[config.mk]
export PLATFORM = sky130hd
export DESIGN_NAME = dmem_arbiter
export DESIGN_NICKNAME = d
export VERILOG_FILES = /design/src/rtl/dmem_arbiter.sv
export SDC_FILE = /design/constraint.sdc
export NUM_CORES = 1
export LEC_CHECK = 0
export ABC_AREA = 1
export BUFFER_PORTS_ARGS = -buffer_cell sky130_fd_sc_hd__buf_2
export CORE_ASPECT_RATIO = 0.9
export CORE_MARGIN = 2
export CORE_UTILIZATION = 45
export DETAILED_ROUTE_END_ITERATION = 7
export MAX_ROUTING_LAYER = met4
export PLACE_DENSITY_LB_ADDON = 0.2
export SLEW_MARGIN = 5
export SYNTH_ARGS = -nofsm -noshare
export SYNTH_HDL_FRONTEND = slang
export SYNTH_SLANG_ARGS = --single-unit
[constraint.sdc]
create_clock -name clk -period 4.25 [get_ports clk]
set_input_delay 0.85 -clock clk [delete_from_list [all_inputs] [get_ports clk]]
set_output_delay 0.85 -clock clk [all_outputs]
set_load 0.05 [all_outputs]
[src/rtl/dmem_arbiter.sv]
// rtl/dmem_arbiter.sv - round-robin two-port controller for dmem with byte-enable read-modify-write
module dmem_arbiter #(
    parameter int DEPTH_WORDS = 1024
) (
    input  logic        clk,
    input  logic        rst,
    input  logic        c_req,
    input  logic        c_we,
    input  logic [31:0] c_addr,
    input  logic [31:0] c_wdata,
    input  logic [3:0]  c_be,
    output logic        c_gnt,
    output logic        c_rvalid,
    output logic [31:0] c_rdata,
    output logic        c_err,
    input  logic        d_req,
    input  logic        d_we,
    input  logic [31:0] d_addr,
    input  logic [31:0] d_wdata,
    input  logic [3:0]  d_be,
    output logic        d_gnt,
    output logic        d_rvalid,
    output logic [31:0] d_rdata,
    output logic        d_err,
    output logic        mem_read,
    output logic        mem_write,
    output logic [31:0] mem_addr,
    output logic [31:0] mem_wdata,
    input  logic [31:0] mem_rdata
);

    typedef enum logic [1:0] {IDLE, ACCESS, WRITE, RESP} state_t;

    state_t      state_q, state_d;
    logic        prio_q, prio_d;     // 0 = core, 1 = debug
    logic        own_q, own_d;
    logic        we_q, we_d;
    logic [31:0] addr_q, addr_d;
    logic [31:0] wdata_q, wdata_d;
    logic [3:0]  be_q, be_d;
    logic [31:0] merged_q, merged_d;
    logic [31:0] rdata_q, rdata_d;
    logic        err_q, err_d;

    logic        win;
    logic        sel_we;
    logic [31:0] sel_addr;
    logic [31:0] sel_wdata;
    logic [3:0]  sel_be;
    logic        sel_err;

    always_comb begin
        win       = (c_req && d_req) ? prio_q : d_req;
        sel_we    = win ? d_we    : c_we;
        sel_addr  = win ? d_addr  : c_addr;
        sel_wdata = win ? d_wdata : c_wdata;
        sel_be    = win ? d_be    : c_be;
        sel_err   = (sel_addr[1:0] != 2'b00) ||
                    ({2'b00, sel_addr[31:2]} >= 32'(DEPTH_WORDS));
    end

    always_comb begin
        state_d   = state_q;
        prio_d    = prio_q;
        own_d     = own_q;
        we_d      = we_q;
        addr_d    = addr_q;
        wdata_d   = wdata_q;
        be_d      = be_q;
        merged_d  = merged_q;
        rdata_d   = rdata_q;
        err_d     = err_q;
        c_gnt     = 1'b0;
        d_gnt     = 1'b0;
        c_rvalid  = 1'b0;
        d_rvalid  = 1'b0;
        c_rdata   = 32'h0;
        d_rdata   = 32'h0;
        c_err     = 1'b0;
        d_err     = 1'b0;
        mem_read  = 1'b0;
        mem_write = 1'b0;
        mem_addr  = 32'h0;
        mem_wdata = 32'h0;

        unique case (state_q)
            IDLE: begin
                if (c_req || d_req) begin
                    c_gnt    = !win;
                    d_gnt    = win;
                    own_d    = win;
                    prio_d   = !win;
                    we_d     = sel_we;
                    addr_d   = sel_addr;
                    wdata_d  = sel_wdata;
                    be_d     = sel_be;
                    merged_d = sel_wdata;
                    rdata_d  = 32'h0;
                    err_d    = sel_err;
                    if (sel_err)
                        state_d = RESP;
                    else if (!sel_we)
                        state_d = ACCESS;
                    else if (sel_be == 4'hF)
                        state_d = WRITE;
                    else if (sel_be == 4'h0)
                        state_d = RESP;
                    else
                        state_d = ACCESS;
                end
            end
            ACCESS: begin
                mem_read = 1'b1;
                mem_addr = addr_q;
                if (!we_q) begin
                    rdata_d = mem_rdata;
                    state_d = RESP;
                end else begin
                    // Merge relies on mem_rdata being combinational this cycle.
                    for (int i = 0; i < 4; i++)
                        merged_d[8*i +: 8] = be_q[i] ? wdata_q[8*i +: 8] : mem_rdata[8*i +: 8];
                    state_d = WRITE;
                end
            end
            WRITE: begin
                mem_write = 1'b1;
                mem_addr  = addr_q;
                mem_wdata = merged_q;
                state_d   = RESP;
            end
            RESP: begin
                if (own_q) begin
                    d_rvalid = 1'b1;
                    d_rdata  = we_q ? 32'h0 : rdata_q;
                    d_err    = err_q;
                end else begin
                    c_rvalid = 1'b1;
                    c_rdata  = we_q ? 32'h0 : rdata_q;
                    c_err    = err_q;
                end
                state_d = IDLE;
            end
            default: state_d = IDLE;
        endcase
    end

    always_ff @(posedge clk or posedge rst) begin
        if (rst) begin
            state_q  <= IDLE;
            prio_q   <= 1'b0;
            own_q    <= 1'b0;
            we_q     <= 1'b0;
            addr_q   <= 32'h0;
            wdata_q  <= 32'h0;
            be_q     <= 4'h0;
            merged_q <= 32'h0;
            rdata_q  <= 32'h0;
            err_q    <= 1'b0;
        end else begin
            state_q  <= state_d;
            prio_q   <= prio_d;
            own_q    <= own_d;
            we_q     <= we_d;
            addr_q   <= addr_d;
            wdata_q  <= wdata_d;
            be_q     <= be_d;
            merged_q <= merged_d;
            rdata_q  <= rdata_d;
            err_q    <= err_d;
        end
    end

endmodule

# --- Word level (Yosys, flattened, before mapping) ---
# Index checks and enable logic that the tools add are counted.
word_totals:
  reg_bits: 138
  inputBits: 174
  out_inout_bits: 136
  word_cells: 73
op_classes:
  magnitude_cmp: 1
  n_eq_ne: 7
  muxes: 43
  reduce_logical: 12
op_table:
  columns: ["cell", "count"]
  rows:
  - ["$mux W32", 13]
  - ["$pmux W32 S2", 2]
  - ["$mux W8", 4]
  - ["$ge A30 B11 Y1 const B", 1]
  - ["$mux W1", 17]
  - ["$mux W2", 5]
  - ["$pmux W2 S4", 1]
  - ["$ne A2 B2 Y1 const B", 3]
  - ["$reduce_and A3 Y1", 2]
  - ["$eq A2 B2 Y1 const B", 2]
  - ["$eq A4 B4 Y1 const B", 1]
  - ["$logic_not A4 Y1", 1]
  - ["$mux W4", 1]
  - ["$reduce_bool A2 Y1", 2]
  - ["$eq A2 B1 Y1 const B", 1]
  - ["$logic_not A2 Y1", 1]
  - ["$logic_or A1 B1 Y1", 2]
  - ["$reduce_and A2 Y1", 1]
  - ["$reduce_or A2 Y1", 1]
  - ["$logic_and A1 B1 Y1", 1]
  - ["$logic_not A1 Y1", 1]

# --- Logic depth before layout (Yosys ltp) ---
# Gate-level depths: netlist of run 1.
logic_depth:
  depth_word: 10
  depth_mapped: 13
  mapped_depth_nobuf: 12

# --- Worst setup path before layout of run 1 ---
# OpenSTA, ideal clock, no wires.
synth_timing:
  kind: "reg-to-output"
  from: "reg state_q[0]"
  to: "out c_rdata[10]"
  t_arrival_ns: 2.362
  required_time_ns: 3.400
  setup_slack_ns: 1.038
  stages_incl_launch_ff: 7
  n_path_buf: 1
  cell_sequence: "dfrtp_1 ha_1 inv_1 nor2_1 inv_1 buf_1 nor2_1"
synth_between:
  elab_chain_cells: 2
synth_lines:
  columns: ["element", "line_no", "rtl"]
  rows:
  - ["from (decl)", "34", "state_t state_q, state_d;"]
  - ["from (signal assigned)", "160", "state_q <= state_d;"]
  - ["$eq A2 B2 Y1", "86", "unique case (state_q)"]
  - ["$mux W32", "86", null]
  - ["to (decl)", "14", "output logic [31:0] c_rdata,"]
# No other way between the ends.

# --- Final worst setup path of run 1 ---
layout_timing:
  from: "reg state_q[0]"
  to: "out c_rdata[21]"
# The elaborated chain is that of the path after synthesis.

==> results of run 1 <==
## power by group
| group | internal (mW) | switching, mW |
|---|---|---|
| registers | 1.91 | 0.304 |
| clock network | 0.910 | 0.575 |
| logic | 1.20 | 3.69 |
| total | 4.02 | 4.57 |
## cell usage in the layout, fill, tap and decap left out, types with 4 or more instances in the layout
cell type / Yosys / routed
a21oi_1: 35 / 35
inv_1: 153 / 151
nand3_1: 32 / 32
nor2_1: 141 / 140
nand2_1: 290 / 289
nand3b_1: 7 / 7
o21ai_1: 28 / 28
ha_1: 4 / 4
buf_4: 2 / 12
clkbuf_16: 0 / 17
a31oi_1: 56 / 56
clkinvlp_4: 0 / 4
o31ai_1: 32 / 32
or2_1: 25 / 25
or2_2: 5 / 5
clkinv_2: 0 / 5
o21ai_0: 88 / 88
buf_2: 30 / 309
dfrtp_1: 138 / 138
inv_2: 6 / 7
## final timing paths
path,end,startpoint,slack [ns],cells past startpoint
min in group asynchronous,addr_q[18]$_DFFE_PP0P_,rst,0.65,2
hold / removal,wdata_q[11]$_DFFE_PP0P_,wdata_q[11]$_DFFE_PP0P_,0.48,2
max in group asynchronous,wdata_q[17]$_DFFE_PP0P_,rst,2.73,3
setup / recovery,c_rdata[21],state_q[0]$_DFFE_PP0P_,1.08,6
setup reg to reg,merged_q[11]$_DFFE_PP0P_,state_q[1]$_DFFE_PP0P_,1.69,8
hold reg to reg,wdata_q[11]$_DFFE_PP0P_,wdata_q[11]$_DFFE_PP0P_,0.48,2
## stage by stage
step                      utilization  instance area, um2  setup WS [ns]  power [mW]
after floorplan                     -                7890           1.04        6.02
after global placement          0.557                9470           1.47        7.06
after detailed placement        0.557                9470           1.44        7.13
after CTS                       0.591               10100           1.07        8.63
after global routing            0.591               10100          0.944        9.17
final                           0.591               10100           1.08        8.59
## Yosys cell counts, drive strengths merged
cell	n	area, um2
inv	159	597
buf	43	251
clkbuf	33	125
ha	4	50.1
o21bai	1	7.51
or2	32	200
dfrtp	138	3450
o31ai	32	240
nor2	141	529
nand3	32	160
nand2	292	1110
nand3b	7	52.6
a21oi	35	175
o21ai	116	581
a31oi	56	350
## sequential cells by signal, summed over array words and instances (netlist names), 2 cells and up
signal	flops
addr_q	32
be_q	4
merged_q	32
rdata_q	32
state_q	2
wdata_q	32
## routing by layer
layer / vias up / global-route usage / wire length, um
li1: 4076 / - / -
met1: 3571 / 0.338 / 10600
met2: 319 / 0.414 / 10900
met3: 23 / 0.0514 / 1740
met4: 0 / 0.0738 / 361
met5: - / - / 0
## kinds of logic after synthesis
group,count (synthesis),synth area share
buffers and inverters,235,0.123
AO/OA/AOI/OAI,240,0.172
AND/OR/NAND/NOR,504,0.260
adder cells (fa/ha/maj),4,0.00635
flip-flops,138,0.438
## area by class of cell
type,instances,share of cell area
Tap cell,235,0.0293
Multi-Input combinational cell,748,0.345
Sequential cell,138,0.344
Clock inverter,13,0.0154
Inverter,159,0.0597
Clock buffer,17,0.0423
Timing Repair Buffer,322,0.165
## worst max-delay path, stage by stage (launching register included)
cell	delay (ns)
dfrtp_1	0.39
ha_1	0.22
inv_1	0.06
nor2_1	0.04
inv_1	0.79
nor2_1	0.11
buf_2	0.26
==> qor.yml, run 1 <==
outcome: "finished clean"
max_slew.worst_pin.slew_ns: 1.11
critPathMaxFanout: 33
max_slew_margin: 0.261
clock_latency_ns: 0.43
root_buffer: "clkbuf_16"
endpoint_kind: "primary output"
max_cap_viol_count: 0
die_h_um: 130
setup_tns_ns: 0
diodes: 0
grtUsageTotal: 0.259
grt_pass1_vias: 7192
ir_drop_uv: 575
post_cts_buffers: 0
skew_ns: 0.00879
holdBufCountCts: 0
die_w_um: 144
first_iter_violations: 494
synth_cells: 1121
grt_pass1_wl_mm: 36.4
synth_nets: 1299
tritoncts: "built"
syn_avg_cell_area_um2: 7.03
clk_pin_slew_ns: 0.06
cts_htree_levels: 4
register_area_um2: 3450
gp_congestion: 0.862
portBuffers: 309
fin_cells: 1632
dp.cells: 1602
drive_above_1_share: 0.264
setup_viol: 0
dieArea_um2: 18600
rsz0062_at_grt: "no"
nets: 1564
overflow: 0
hold_viol_final: 0
fillers: 1636
syn2layout_area_growth_pct: 27.5
rows: 45
ys_seq_area_frac: 0.438
core_area_um2: 17000
whs_ns: 0.479
cts-root-to-sink-buffers: 2
power.leakage_nw: 5.77
period_needed_ns: 3.17
p_per_area_nw_per_um2: 855
vias_per_cell: 4.90
slew_violations: 0
critPathArrivalTime_ns: 2.32
start_util: 0.464
ios: 310
cts_buffers: 17
grt_max_degree: 70
routed_wl_mm: 23.5
ys_types: 24
ant_nets: 0
hpwl_mm: 17.2
wire_per_inst_um: 14.4
cts.repair.resized: 0
hold_class: "flip-flop to flip-flop"
clkSinkCount: 138
antenna_found_initial: 0
multi_input_area_um2: 3470
required_ns: 3.40
syn_area_um2: 7880
firstDrtPassIters: 5
cp-start-kind: "flip-flop"
ys_ff_latch: 138
ys_warn_count: 0
final.period_utilization: 0.745
drc: 0
fmax_mhz: 316
critPathKind: "flip-flop to primary output"
vias: 7989
No activity file was read; power rests on OpenSTA's default activity.
==> run 2, diff against run 1 <==
ABC_AREA = 0   (was 1)
CORE_UTILIZATION = 50   (was 45)
clock period = 3.3 ns   (was 4.25 ns; I/O delays follow)
==> qor.yml, run 2 <==
dp.cells: 1363  # was 1,602
ys_top_cells_by_area: "dfrtp_1 44%, and2_1 13%, nand2_1 8.6%, mux2i_1 7.4%, o21ai_0 4.4%"  # was dfrtp_1 44%, nand2_1 14%, inv_1 7.3%, nor2_1 6.7%, o21ai_0 5.6%
synth_top_area_cell: "dfrtp_1"  # unchanged
setup_viol: 0  # unchanged
rsz0062_at_grt: "no"  # unchanged
firstDrtPassIters: 5  # unchanged
cts-root-to-sink-buffers: 2  # unchanged
netlist_top_cells_count: "180 x nand2_1, 163 x and2_1, 138 x dfrtp_1"  # was 290 x nand2_1, 153 x inv_1, 141 x nor2_1
p_per_area_nw_per_um2: 1020  # was 855 nW/um2
ant_nets: 0  # unchanged
final_util: 0.659  # was 0.591
cts_htree_levels: 4  # unchanged
drc: 0  # unchanged
diodes: 0  # unchanged
r2r-end: "merged_q[27]$_DFFE_PP0P_"  # was merged_q[11]$_DFFE_PP0P_
r2r_cells: 7  # was 8
drive_above_1_share: 0.308  # was 0.264
tritoncts: "built"  # unchanged
cts.repair.resized: 0  # unchanged
syn2layout_area_growth_pct: 29.1  # was 27.5%
synth-edff-count: 0  # unchanged
critPathMaxFanout: 22  # was 33
die_w_um: 136  # was 144 um
fillers: 1348  # was 1,636
portBuffers: 309  # unchanged
wire_per_inst_um: 16.5  # was 14.4 um
ir_drop_uv: 623  # was 575 uV
required_ns: 2.64  # was 3.40 ns
first_iter_violations: 507  # was 494
grt_pass1_vias: 6938  # was 7,192
final.period_utilization: 0.896
dieArea_um2: 16800  # was 18,600 um2
syn_avg_cell_area_um2: 8.64  # was 7.03 um2
intPower_mw: 5.40  # was 4.02 mW
max_slew_margin: 0.498  # was 0.261
multi_input_area_um2: 4090  # was 3470 um2
max_slew.worst_pin.slew_ns: 0.753  # was 1.11 ns
critPathArrivalTime_ns: 2.30  # was 2.32 ns
core_area_um2: 15400  # was 17,000 um2
grt_pass1_wl_mm: 35.6  # was 36.4 mm
final_cell_mix: "309 x buf_2, 180 x nand2_1, 163 x and2_1, 138 x dfrtp_1, 70 x o21ai_0"  # was 309 x buf_2, 289 x nand2_1, 151 x inv_1, 140 x nor2_1, 138 x dfrtp_1
root_buffer: "clkbuf_16"  # unchanged
fmax_mhz: 338
ys_warn_count: 0  # unchanged
rrSetupSlack_ns: 0.93  # was 1.69 ns
ys_seq_area_frac: 0.438  # about the same
power.leakage_nw: 5.29  # was 5.77 nW
worst_path_max_delay_cell: "nor2b_2"  # was inv_1
register_area_um2: 3450  # unchanged
mostFrequentLayoutCell: "buf_2"  # unchanged
sw_frac_of_total: 0.482  # was 0.532
period_needed_ns: 2.96
overflow: 0  # unchanged
outcome: "finished clean"  # unchanged
die_h_um: 123  # was 130 um
antenna_found_initial: 0  # unchanged
power_frac_comb: 0.523  # was 0.569
max_stage_delay_ns: 0.48  # was 0.79 ns
grtUsageTotal: 0.286  # was 0.259
async_flop_share: 1.00  # unchanged
hold_viol_final: 0  # unchanged
endpoint_kind: "primary output"  # unchanged
path_cells: "ha_1, nor2b_1, nor2b_2, buf_12, and2_1, buf_2"  # was ha_1, inv_1, nor2_1, inv_1, nor2_1, buf_2
gp_congestion: 0.861  # was 0.862
grt_max_degree: 139  # was 70
p_clk_frac: 0.200  # was 0.173
synth_nets: 1090  # was 1,299
skew_ns: 0.0111  # was 0.00879 ns
crit_end: "c_rdata[9]"  # was c_rdata[21]
cp-start-kind: "flip-flop"  # unchanged
max_cap_viol_count: 0  # unchanged
post_cts_buffers: 0  # unchanged
fin_cells: 1394  # was 1,632
yosysTopAreaCellShare: 0.438  # about the same
vias: 7429  # was 7,989
clkSinkCount: 138  # unchanged
routed_wl_mm: 23.0  # was 23.5 mm
clk_pin_slew_ns: 0.06  # about the same
start_util: 0.510  # was 0.464
holdBufCountCts: 0  # unchanged
synth_ff_type: "dfrtp_1"  # unchanged
syn_area_um2: 7880  # about the same
post-synth-top-count-cell: "nand2_1"  # unchanged
timing.rr.start: "state_q[1]$_DFFE_PP0P_"  # unchanged
setup_tns_ns: 0  # unchanged
power_switching_mw: 5.02  # was 4.57 mW
hpwl_mm: 16.3  # was 17.2 mm
slew_violations: 0  # unchanged
ios: 310  # unchanged
synth_cells: 912  # was 1,121
rows: 43  # was 45
nets: 1358  # was 1,564
cts_buffers: 17  # unchanged
critPathKind: "flip-flop to primary output"  # unchanged
critPathLaunch: "state_q[0]$_DFFE_PP0P_"  # unchanged
vias_per_cell: 5.33  # was 4.90
clock_latency_ns: 0.42  # was 0.43 ns
ys_types: 36  # was 24
hold_class: "primary input to async pin"  # was flip-flop to flip-flop
p_seq_frac: 0.277  # was 0.258
ys_ff_latch: 138  # unchanged
[run 2: cell types whose count changed after synthesis, moves of 25 or more]
| cell | before | now |
|---|---|---|
| and2_1 | 0 | 163 |
| inv_1 | 153 | 3 |
| nor2_1 | 141 | 16 |
| nand2_1 | 290 | 180 |
| mux2i_1 | 0 | 58 |
| a31oi_1 | 56 | 12 |
| and3_1 | 0 | 34 |
| a211oi_1 | 0 | 32 |
| nand3_1 | 32 | 0 |
| or2_1 | 25 | 0 |
[run 2: worst max-delay path: cells and delay by family, from the launching register on]
| kind | cells | cell delay, ns |
|---|---|---|
| adder cells (fa/ha/maj) | 1 | 0.19 |
| AND/OR/NAND/NOR | 3 | 0.80 |
| flip-flops | 1 | 0.43 |
| buffers and inverters | 2 | 0.46 |
[run 2: kinds of logic (layout without fill, tap and decap cells)]
logic type / count (synthesis) / after routing / share of synthesized area
compound gates: 212 / 212 / 0.163
fa+ha+maj: 4 / 4 / 0.00635
buf+inv: 80 / 360 / 0.0472
flops: 138 / 138 / 0.438
mux: 58 / 58 / 0.0737
simple gates: 420 / 420 / 0.271
[run 2: routing by layer]
metal / wire length, um / GRT usage
met3: 1470 / 0.0590
met1: 9930 / 0.363
met2: 11200 / 0.468
met4: 397 / 0.0775
met5: 0 / -
[run 2: area by class of cell]
type | instances | area share
Clock inverter | 12 | 0.0193
Inverter | 3 | 0.00148
Timing Repair Buffer | 326 | 0.169
Multi-Input combinational cell | 694 | 0.402
Tap cell | 202 | 0.0248
Clock buffer | 19 | 0.0435
Sequential cell | 138 | 0.339
[run 2: metrics by stage]
stage,hold slack (ns),instance area (um2),total power [mW],setup WS [ns]
after floorplan,0.441,7880,7.00,0.362
after global placement,0.453,9530,8.27,0.819
after detailed placement,0.458,9530,8.37,0.760
after CTS,0.471,10200,10.5,0.313
after global routing,0.490,10200,11.1,0.133
final,0.435,10200,10.4,0.344
[run 2: how the worst min path moves through the flow]
stage	start	end	slack, ns	depth (start not counted)
after floorplan	merged_q[0]$_DFFE_PP0P_	merged_q[0]$_DFFE_PP0P_	0.44	2
after global placement	merged_q[8]$_DFFE_PP0P_	merged_q[8]$_DFFE_PP0P_	0.45	2
after detailed placement	merged_q[9]$_DFFE_PP0P_	merged_q[9]$_DFFE_PP0P_	0.46	2
after CTS	merged_q[9]$_DFFE_PP0P_	merged_q[9]$_DFFE_PP0P_	0.47	2
after global routing	c_addr[10]	addr_q[10]$_DFFE_PP0P_	0.49	3
final	rst	merged_q[15]$_DFFE_PP0P_	0.43	3
[run 2: power by group through the flow]
stage / clock network, mW / logic, mW / registers (mW)
6_report: 2.08 / 5.44 / 2.89
5_1_grt: 2.18 / 5.94 / 2.99
4_1_cts: 2.11 / 5.47 / 2.89
3_5_place_dp: 0 / 5.45 / 2.91
3_3_place_gp: 0 / 5.38 / 2.90
2_1_floorplan: 0 / 4.33 / 2.68
==> run 3, diff against run 2 <==
BUFFER_PORTS_ARGS = -buffer_cell sky130_fd_sc_hd__buf_4   (was -buffer_cell sky130_fd_sc_hd__buf_2)
CORE_UTILIZATION = 35   (was 50)
==> qor.yml, run 3 (synthesis gave the netlist of run 2 again) <==
hold_class: "primary input to async pin"  # unchanged
r2r-end: "merged_q[23]$_DFFE_PP0P_"  # was merged_q[27]$_DFFE_PP0P_
critPathKind: "flip-flop to primary output"  # unchanged
core_area_um2: 22300  # was 15,400 um2
root_buffer: "clkbuf_16"  # unchanged
worst_path_max_delay_cell: "dfrtp_1"  # was nor2b_2
path_buf_inv: 2  # unchanged
grt_pass1_wl_mm: 40.0  # was 35.6 mm
p_per_area_nw_per_um2: 966  # was 1020 nW/um2
cts-root-to-sink-buffers: 2  # unchanged
grt_pass1_vias: 7150  # was 6,938
rrSetupSlack_ns: 1.00  # was 0.93 ns
outcome: "finished clean"  # unchanged
clkSinkCount: 138  # unchanged
vias: 7374  # was 7,429
max_cap_viol_count: 0  # unchanged
multi_input_area_um2: 4090  # unchanged
antenna_found_initial: 0  # unchanged
gp_congestion: 0.874  # was 0.861
endpoint_kind: "primary output"  # unchanged
cts_buffers: 17  # unchanged
dieArea_um2: 23700  # was 16,800 um2
die_w_um: 162  # was 136 um
final_util: 0.492  # was 0.659
cts.repair.resized: 0  # unchanged
grt_max_degree: 139  # unchanged
fillers: 2193  # was 1,348
whs_ns: 0.466  # was 0.435 ns
post-place-ws_ns: 0.626  # was 0.760 ns
rows: 52  # was 43
final_cell_mix: "322 x buf_4, 180 x nand2_1, 163 x and2_1, 138 x dfrtp_1, 70 x o21ai_0"  # was 309 x buf_2, 180 x nand2_1, 163 x and2_1, 138 x dfrtp_1, 70 x o21ai_0
critPathArrivalTime_ns: 2.10  # was 2.30 ns
path_cells: "ha_1, nor2b_1, nor2b_2, buf_4, and2_1, buf_4"  # was ha_1, nor2b_1, nor2b_2, buf_12, and2_1, buf_2
vias_per_cell: 4.96  # was 5.33
setup_viol: 0  # unchanged
holdBufCountCts: 0  # unchanged
firstDrtPassIters: 5  # unchanged
mostFrequentLayoutCell: "buf_4"  # was buf_2
fin_ws_ns: 0.537  # was 0.344 ns
nets: 1356  # was 1,358
slew_violations: 0  # unchanged
max_slew.worst_pin.slew_ns: 0.776  # was 0.753 ns
routed_wl_mm: 25.7  # was 23.0 mm
critPathMaxFanout: 32  # was 22
r2r_cells: 5  # was 7
final.period_utilization: 0.837  # was 0.896
hold_viol_final: 0  # unchanged
setup_tns_ns: 0  # unchanged
ios: 310  # unchanged
grtUsageTotal: 0.225  # was 0.286
crit_top_cell: "buf_4"
timing.rr.start: "prio_q$_DFFE_PP0P_"  # was state_q[1]$_DFFE_PP0P_
skew_ns: 0.0111  # about the same
rsz0062_at_grt: "no"  # unchanged
hpwl_mm: 18.6  # was 16.3 mm
start_util: 0.353  # was 0.510
first_iter_violations: 399  # was 507
max_slew_margin: 0.483  # was 0.498
diodes: 0  # unchanged
wire_per_inst_um: 17.3  # was 16.5 um
ir_drop_uv: 811  # was 623 uV
finalPower_mw: 10.6  # was 10.4 mW
syn2layout_area_growth_pct: 39.3  # was 29.1%
required_ns: 2.64  # about the same
drive_above_1_share: 0.307  # was 0.308
register_area_um2: 3450  # unchanged
tritoncts: "built"  # unchanged
ant_nets: 0  # unchanged
period_needed_ns: 2.76  # was 2.96 ns
cp_top_family: "simple AND/OR/NAND/NOR gates"  # unchanged
cp-start-kind: "flip-flop"  # unchanged
fmax_mhz: 362  # was 338 MHz
cts_htree_levels: 4  # unchanged
fin_area_um2: 11000  # was 10,200 um2
clock_latency_ns: 0.42  # about the same
overflow: 0  # unchanged
portBuffers: 309  # unchanged
post_cts_buffers: 0  # unchanged
power.leakage_nw: 5.40  # was 5.29 nW
max_stage_delay_ns: 0.44  # was 0.48 ns
dp.cells: 1456  # was 1,363
clk_pin_slew_ns: 0.06  # about the same
die_h_um: 146  # was 123 um
drc: 0  # unchanged
place_area_um2: 10400  # was 9530 um2
fin_cells: 1488  # was 1,394
[run 3: cell type report]
cell class | count | area share
clock buffers | 18 | 0.0391
clock inverters | 14 | 0.0148
inverters | 3 | 0.00137
multi-input cells | 694 | 0.372
flip-flops and latches | 138 | 0.315
well taps | 297 | 0.0339
repair buffers | 324 | 0.224
[run 3: worst min-delay path: cells and delay by family]
family | cells | cell delay, ns
buffers and inverters | 3 | 0.73
[run 3: power by group]
group	switching (mW)	leakage (nW)	internal (mW)	total, mW
Combinational	3.85	3.38	1.93	5.78
Clock	0.809	0.282	1.13	1.94
Sequential	0.478	1.73	2.41	2.89
[run 3: worst max-delay path by stage]
stage | start | endpoint | slack [ns] | depth (start not counted)
after floorplan | state_q[0]$_DFFE_PP0P_ | c_rdata[10] | 0.36 | 5
after global placement | c_req | d_gnt | 0.67 | 5
after detailed placement | c_req | d_gnt | 0.63 | 5
after CTS | state_q[0]$_DFFE_PP0P_ | c_rdata[24] | 0.51 | 6
after global routing | state_q[0]$_DFFE_PP0P_ | c_rdata[22] | 0.35 | 6
final | state_q[0]$_DFFE_PP0P_ | c_rdata[24] | 0.54 | 6
[run 3: routing by layer]
layer,up-vias,part of all wire,global-route usage
li1,3675,-,-
met1,3393,0.45,0.298
met2,278,0.46,0.342
met3,28,0.077,0.0548
met4,0,0.018,0.0637
met5,-,0,-
